==> config.mk <==
export PLATFORM = sky130hd
export DESIGN_NAME = lsu_stage
export DESIGN_NICKNAME = d
export VERILOG_FILES = /design/src/rtl/lsu_pkg.sv /design/src/rtl/lsu_align.sv /design/src/rtl/lsu_stage.sv
export SDC_FILE = /design/constraint.sdc
export NUM_CORES = 1
export LEC_CHECK = 0
export ABC_AREA = 1
export CORE_UTILIZATION = 64
export DETAILED_ROUTE_END_ITERATION = 16
export DONT_BUFFER_PORTS = 1
export PLACE_DENSITY = 0.78
export SYNTH_ARGS = -nofsm -noshare
export SYNTH_HDL_FRONTEND = slang
export SYNTH_HIERARCHICAL = 1
export SYNTH_SLANG_ARGS = --single-unit
==> constraint.sdc <==
create_clock -name clk -period 2.68 [get_ports clk]
set_clock_uncertainty 0.1 [all_clocks]
set_input_delay 0.536 -clock clk [delete_from_list [all_inputs] [get_ports clk]]
set_output_delay 0.536 -clock clk [all_outputs]
set_load 0.02 [all_outputs]
==> src/rtl/lsu_pkg.sv <==
// Shared definitions for the load/store stage.
// Contents: funct3 width codes, FSM state enum, exception cause codes and
// the base byte-lane strobe patterns used when building store strobes.
package lsu_pkg;

    // funct3 width/sign codes. Loads and stores share the low three codes.
    localparam logic [2:0] F3Byte  = 3'b000;
    localparam logic [2:0] F3Half  = 3'b001;
    localparam logic [2:0] F3Word  = 3'b010;
    localparam logic [2:0] F3ByteU = 3'b100;
    localparam logic [2:0] F3HalfU = 3'b101;

    typedef enum logic [1:0] {
        StIdle,
        StReq,
        StWait
    } state_e;

    localparam logic [1:0] ExcLoadMisaligned  = 2'b00;
    localparam logic [1:0] ExcStoreMisaligned = 2'b01;
    localparam logic [1:0] ExcIllegalWidth    = 2'b10;
    localparam logic [1:0] ExcBusTimeout      = 2'b11;

    // Strobe patterns for a lane-0 access; shifted up by the byte offset.
    localparam logic [3:0] StrbByte = 4'b0001;
    localparam logic [3:0] StrbHalf = 4'b0011;
    localparam logic [3:0] StrbWord = 4'b1111;

endpackage

==> src/rtl/lsu_align.sv <==
// Combinational byte-lane logic for the load/store stage.
// Access side : is_store, funct3, addr_lo (address bits [1:0]), rs2 in;
//               illegal, misaligned, wstrb, wdata out.
// Load side   : ld_funct3, ld_off (latched address bits [1:0]), rdata in;
//               ld_data (shifted and sign/zero-extended) out.
module lsu_align
    import lsu_pkg::*;
(
    input  logic        is_store,
    input  logic [2:0]  funct3,
    input  logic [1:0]  addr_lo,
    input  logic [31:0] rs2,
    output logic        illegal,
    output logic        misaligned,
    output logic [3:0]  wstrb,
    output logic [31:0] wdata,
    input  logic [2:0]  ld_funct3,
    input  logic [1:0]  ld_off,
    input  logic [31:0] rdata,
    output logic [31:0] ld_data
);

    logic [31:0] shifted;

    always_comb begin
        illegal    = 1'b0;
        misaligned = 1'b0;
        wstrb      = 4'b0000;
        wdata      = rs2;
        case (funct3)
            F3Byte: begin
                wstrb = StrbByte << addr_lo;
                wdata = {4{rs2[7:0]}};
            end
            F3Half: begin
                misaligned = addr_lo[0];
                wstrb      = StrbHalf << {addr_lo[1], 1'b0};
                wdata      = {2{rs2[15:0]}};
            end
            F3Word: begin
                misaligned = (addr_lo != 2'b00);
                wstrb      = StrbWord;
            end
            // Unsigned widths exist only for loads.
            F3ByteU: illegal = is_store;
            F3HalfU: begin
                illegal    = is_store;
                misaligned = addr_lo[0];
            end
            default: illegal = 1'b1;
        endcase
    end

    always_comb begin
        shifted = rdata >> {ld_off, 3'b000};
        case (ld_funct3)
            F3Byte:  ld_data = {{24{shifted[7]}}, shifted[7:0]};
            F3Half:  ld_data = {{16{shifted[15]}}, shifted[15:0]};
            F3ByteU: ld_data = {24'd0, shifted[7:0]};
            F3HalfU: ld_data = {16'd0, shifted[15:0]};
            default: ld_data = shifted;
        endcase
    end

endmodule

==> src/rtl/lsu_stage.sv <==
// Memory-access stage behind the RV32IM ALU.
// EX side : ex_valid/ex_ready handshake, ex_is_load, ex_is_store, ex_res
//           (address or result), ex_rs2, ex_funct3, ex_rd.
// Bus side: mem_req/mem_gnt request channel with mem_we, mem_addr,
//           mem_wstrb, mem_wdata held until grant; mem_rvalid/mem_rdata.
// WB side : wb_valid pulse with wb_we, wb_rd, wb_data; exc_valid pulse with
//           exc_cause and exc_addr. Writeback never stalls.
// TIMEOUT_CYCLES bounds cycles spent in REQ+WAIT; 0 disables the watchdog.
module lsu_stage
    import lsu_pkg::*;
#(
    parameter int unsigned TIMEOUT_CYCLES = 1024
) (
    input  logic        clk,
    input  logic        rst_n,
    input  logic        ex_valid,
    output logic        ex_ready,
    input  logic        ex_is_load,
    input  logic        ex_is_store,
    input  logic [31:0] ex_res,
    input  logic [31:0] ex_rs2,
    input  logic [2:0]  ex_funct3,
    input  logic [4:0]  ex_rd,
    output logic        mem_req,
    output logic        mem_we,
    output logic [31:0] mem_addr,
    output logic [3:0]  mem_wstrb,
    output logic [31:0] mem_wdata,
    input  logic        mem_gnt,
    input  logic        mem_rvalid,
    input  logic [31:0] mem_rdata,
    output logic        wb_valid,
    output logic        wb_we,
    output logic [4:0]  wb_rd,
    output logic [31:0] wb_data,
    output logic        exc_valid,
    output logic [1:0]  exc_cause,
    output logic [31:0] exc_addr
);

    state_e      state;
    logic [31:0] cnt;
    logic [31:0] addr_q;
    logic [2:0]  f3_q;
    logic [4:0]  rd_q;

    logic        acc_illegal;
    logic        acc_misaligned;
    logic [3:0]  acc_wstrb;
    logic [31:0] acc_wdata;
    logic [31:0] ld_data;
    logic        timeout_hit;

    assign ex_ready = (state == StIdle);
    assign mem_req  = (state == StReq);

    assign timeout_hit = (TIMEOUT_CYCLES != 0) && (cnt == TIMEOUT_CYCLES - 32'd1);

    // Anything not flagged as a load is checked with store rules.
    lsu_align u_align (
        .is_store   (!ex_is_load),
        .funct3     (ex_funct3),
        .addr_lo    (ex_res[1:0]),
        .rs2        (ex_rs2),
        .illegal    (acc_illegal),
        .misaligned (acc_misaligned),
        .wstrb      (acc_wstrb),
        .wdata      (acc_wdata),
        .ld_funct3  (f3_q),
        .ld_off     (addr_q[1:0]),
        .rdata      (mem_rdata),
        .ld_data    (ld_data)
    );

    always_ff @(posedge clk) begin
        if (!rst_n) begin
            state     <= StIdle;
            cnt       <= '0;
            addr_q    <= '0;
            f3_q      <= '0;
            rd_q      <= '0;
            mem_we    <= 1'b0;
            mem_addr  <= '0;
            mem_wstrb <= '0;
            mem_wdata <= '0;
            wb_valid  <= 1'b0;
            wb_we     <= 1'b0;
            wb_rd     <= '0;
            wb_data   <= '0;
            exc_valid <= 1'b0;
            exc_cause <= '0;
            exc_addr  <= '0;
        end else begin
            wb_valid  <= 1'b0;
            wb_we     <= 1'b0;
            exc_valid <= 1'b0;
            unique case (state)
                StIdle: begin
                    if (ex_valid) begin
                        cnt    <= '0;
                        addr_q <= ex_res;
                        f3_q   <= ex_funct3;
                        rd_q   <= ex_rd;
                        if (!ex_is_load && !ex_is_store) begin
                            wb_valid <= 1'b1;
                            wb_we    <= (ex_rd != 5'd0);
                            wb_rd    <= ex_rd;
                            wb_data  <= ex_res;
                        end else if (acc_illegal) begin
                            exc_valid <= 1'b1;
                            exc_cause <= ExcIllegalWidth;
                            exc_addr  <= ex_res;
                        end else if (acc_misaligned) begin
                            exc_valid <= 1'b1;
                            exc_cause <= ex_is_load ? ExcLoadMisaligned : ExcStoreMisaligned;
                            exc_addr  <= ex_res;
                        end else begin
                            state     <= StReq;
                            mem_we    <= !ex_is_load;
                            mem_addr  <= {ex_res[31:2], 2'b00};
                            mem_wstrb <= ex_is_load ? 4'b0000 : acc_wstrb;
                            mem_wdata <= ex_is_load ? 32'd0 : acc_wdata;
                        end
                    end
                end
                StReq: begin
                    if (mem_gnt && mem_we) begin
                        state    <= StIdle;
                        wb_valid <= 1'b1;
                        wb_rd    <= rd_q;
                        wb_data  <= '0;
                    end else if (timeout_hit) begin
                        // A load granted on its last allowed cycle still times out.
                        state     <= StIdle;
                        exc_valid <= 1'b1;
                        exc_cause <= ExcBusTimeout;
                        exc_addr  <= addr_q;
                    end else begin
                        cnt <= cnt + 32'd1;
                        if (mem_gnt) begin
                            state <= StWait;
                        end
                    end
                end
                StWait: begin
                    if (mem_rvalid) begin
                        state    <= StIdle;
                        wb_valid <= 1'b1;
                        wb_we    <= (rd_q != 5'd0);
                        wb_rd    <= rd_q;
                        wb_data  <= ld_data;
                    end else if (timeout_hit) begin
                        state     <= StIdle;
                        exc_valid <= 1'b1;
                        exc_cause <= ExcBusTimeout;
                        exc_addr  <= addr_q;
                    end else begin
                        cnt <= cnt + 32'd1;
                    end
                end
                default: state <= StIdle;
            endcase
        end
    end

endmodule

==> flow_summary.toml <==
[status]
run_status = "finished, final reports clean"

[logic_synthesis]
syn-instance-count = 1613
yosys.area.top_type_share_pct = 39.6
synthesis.area_um2 = 10900
yosys.area.top_type = "sky130_fd_sc_hd__dfxtp_1"
yosys_most_used_dff = "sky130_fd_sc_hd__dfxtp_1"
count_of_flip_flops_with_a_built_in_enable_after_synthesis = 0
seq_area_frac_synth_pct = 39.6
yosysUniqueCellTypes = 38
yosys-top-cells-area = "sky130_fd_sc_hd__dfxtp_1 40%, sky130_fd_sc_hd__nand2_1 14%, sky130_fd_sc_hd__nand3_1 7.8%"
yosys_register_bits = 215
fraction_of_registers_with_async_set_reset_pct = 0
syn_avg_cell_area_um2 = 6.75
yosysWarnings = 6

[floorplanning]
floorplan.core_area_um2 = 16600
die_width_um = 132
floorplan.initialDensity_pct = 65.6
design.portCount = 256
die_y_um = 132
die_area_um2 = 17500
floorplan.rows = 47

[final_layout]
finish.net_count = 1672
seq_area_um2 = 4300
finalNonFillerCells = 1790
mostFrequentLayoutCell = "sky130_fd_sc_hd__nand2_1"
drive_gt1_share_pct = 7.52
multi_input_area_um2 = 5590
fillers = 1489
antenna_cells_inserted = 0
layout.cell_area.non_filler_um2 = 11600
syn_to_final_growth_pct = 6.36
layout_common_cells = "401 x sky130_fd_sc_hd__nand2_1, 215 x sky130_fd_sc_hd__dfxtp_1, 169 x sky130_fd_sc_hd__nand3_1"

[placement]
place.detailed.instances = 1750
detailed_place_hpwl_um = 22300
routabilityCongestion = 0.931
post_place_instance_area_um2 = 10800
io_buffers = 0

[clock_tree]
tritoncts_clock_tree = "yes"
ctsRootBufferMaster = "sky130_fd_sc_hd__clkbuf_16"
clkSlewWorstSetupHoldPaths_ps = 60
postCtsSetupRepairBufs = 0
cts_repair_resize_count = 0
cts.htree.levels = 1
cts_hold_repair.buffers = 0
cts.sinks = 215
clk-insertion-delay-late_ps = 500
clockBufferDepth = 3
cts_inserted_buffers = 23

[critical_path]
critPathMaxFanout = 21
critPathArrivalTime_ps = 2690
critical_path.reg2reg.endpoint = "exc_cause[1]"
worstSetupStartpointType = "register"
regToRegSetupSlack_ps = 280
critPathBufInv = 4
critical_path.most_common_cell = "sky130_fd_sc_hd__inv_1"
crit_chain = "inv_1 > ha_1 > nand3_1 > nand2_1 > nor3_2 > nand2_2 > buf_4 > o21ai_0 > inv_1 > o21ai_0 > inv_1"
slowest_stage = "sky130_fd_sc_hd__dfxtp_1"
required_worst_endpoint_ps = 2970
worst-setup-path-type = "reg -> reg"
cp_top_family = "simple AND/OR/NAND/NOR gates"
rr_startpoint = "state[1]"
worstRegToRegCells = 11
endpoint_kind_of_the_worst_setup_timing_path = "register"
delay_contributed_by_the_slowest_stage_of_the_critical_path_ps = 390

[timing]
period_needed_ps = 2400
worst_slew_pin_slew_ps = 877
final.period_utilization_pct = 89.4
worst_slew_margin_relative_to_its_limit_pct = 41.5
report.final.setup_viol = 0
setup_tns_after_final_layout_ps = 0
drv_slew = 0
grt_setup_unrepaired = "false"
maxClockFrequency_mhz = 417
hold_viol_final = 0

[global_route]
via_count_of_the_first_global_routing_pass = 9642
largest_net_degree_at_the_start_of_global_routing = 113
grtUsageTotal_pct = 35.1
wire_length_of_the_first_global_routing_pass_um = 49900
grt_overflow = 0
antenna_violations_before_repair = 0

[routing]
drtPass1Iterations = 6
drt_first_iter_violations = 1107
finalWirelength_um = 31600
vias_post_dr = 10600
routed_wire_length_per_instance_um = 17.6
postRouteAntennaNets = 0
post_drt_via_cell_ratio = 5.93
drt_drc_violations_left = 0

[power]
peakVddDrop_mv = 0.601
design_power_total_mw = 9.22
power.static_leakage_nw = 4.56
powerDensity_nw_per_um2 = 797

[worst_hold_path]
timing.hold.worst_endpoint = "addr_q[1]"
min_delay_path_class = "in -> reg"
holdCritStartpoint = "ex_res[1]"
hold_path_depth = 2

[flow_run]
maxCapViolCount = 0
[registers in the layout, summed over array words and instances (netlist names)]
register   cells
addr_q        32
cnt           32
exc_addr      32
mem_wdata     32
wb_data       32
mem_addr      30
rd_q           5
wb_rd          5
mem_wstrb      4
f3_q           3
exc_cause      2
state          2
exc_valid      1
mem_we         1
wb_valid       1
wb_we          1
[how the worst max path moves through the flow]
stage | startpoint | to | slack [ps] | cells past startpoint
floorplan | ex_is_load | exc_addr[29] | 270 | 12
global placement | ex_funct3[0] | exc_cause[1] | 230 | 15
detailed placement | ex_funct3[0] | exc_cause[1] | 150 | 15
CTS | state[1] | exc_cause[1] | 280 | 11
global route | state[1] | exc_cause[1] | 120 | 11
finish | state[1] | exc_cause[1] | 280 | 11
[through the flow]
stage / hold WS [ps] / utilization (%) / setup slack [ps]
6_report: 72.9 / 69.8 / 284
3_5_place_dp: 340 / 65.4 / 149
2_1_floorplan: 325 / - / 273
5_1_grt: 73.1 / 69.8 / 116
3_3_place_gp: 331 / 65.4 / 229
4_1_cts: 60.7 / 69.8 / 282
[cell families after synthesis]
kind of cell / count (synthesis) / share of synthesized area, %
AOI/OAI and AO/OA: 384 / 19.3
other: 1 / 0.0345
adders and majority gates: 6 / 0.690
buffers and inverters: 223 / 9.21
DFF: 215 / 39.6
xor gates and xnor gates: 10 / 0.805
and+or+nand+nor: 774 / 30.4
[Yosys cell counts, drive strengths merged (7+ instances only)]
cell,instances
clkbuf,70
xor2,10
o211ai,23
nand4,8
o21ai,143
buf,43
inv,109
a22oi,7
nand2,417
dfxtp,215
a21oi,169
nand3,173
a31oi,37
nor3,8
nor2,166
[layout make-up]
cell class,instances,share of cell area [%]
well taps,220,2.38
repair buffers,29,2.21
multi-input cells,1176,48.3
inverters,110,3.62
flip-flops and latches,215,37.2
clock buffers,33,5.73
clock inverters,7,0.605
[layer usage]
layer / global-route usage [%] / share of wire (%)
met1: 44.9 / 41
met2: 56.6 / 45
met3: 10.4 / 11
met4: 11.0 / 3.2
met5: 0 / 0
[worst register-to-register path: stages, from the launching register on]
cell	delay, ps
sky130_fd_sc_hd__dfxtp_1	390
sky130_fd_sc_hd__inv_1	100
sky130_fd_sc_hd__ha_1	320
sky130_fd_sc_hd__nand3_1	140
sky130_fd_sc_hd__nand2_1	110
sky130_fd_sc_hd__nor3_2	300
sky130_fd_sc_hd__nand2_2	140
sky130_fd_sc_hd__buf_4	240
sky130_fd_sc_hd__o21ai_0	250
sky130_fd_sc_hd__inv_1	80
sky130_fd_sc_hd__o21ai_0	80
sky130_fd_sc_hd__inv_1	50
[report_power, final]
group	internal, mW	leakage [nW]	total (mW)	switching (mW)
clock network	1.81	0.360	3.08	1.27
logic	0.570	2.45	1.91	1.34
registers	3.58	1.76	4.22	0.643
Power figures use the tool's default switching activity.
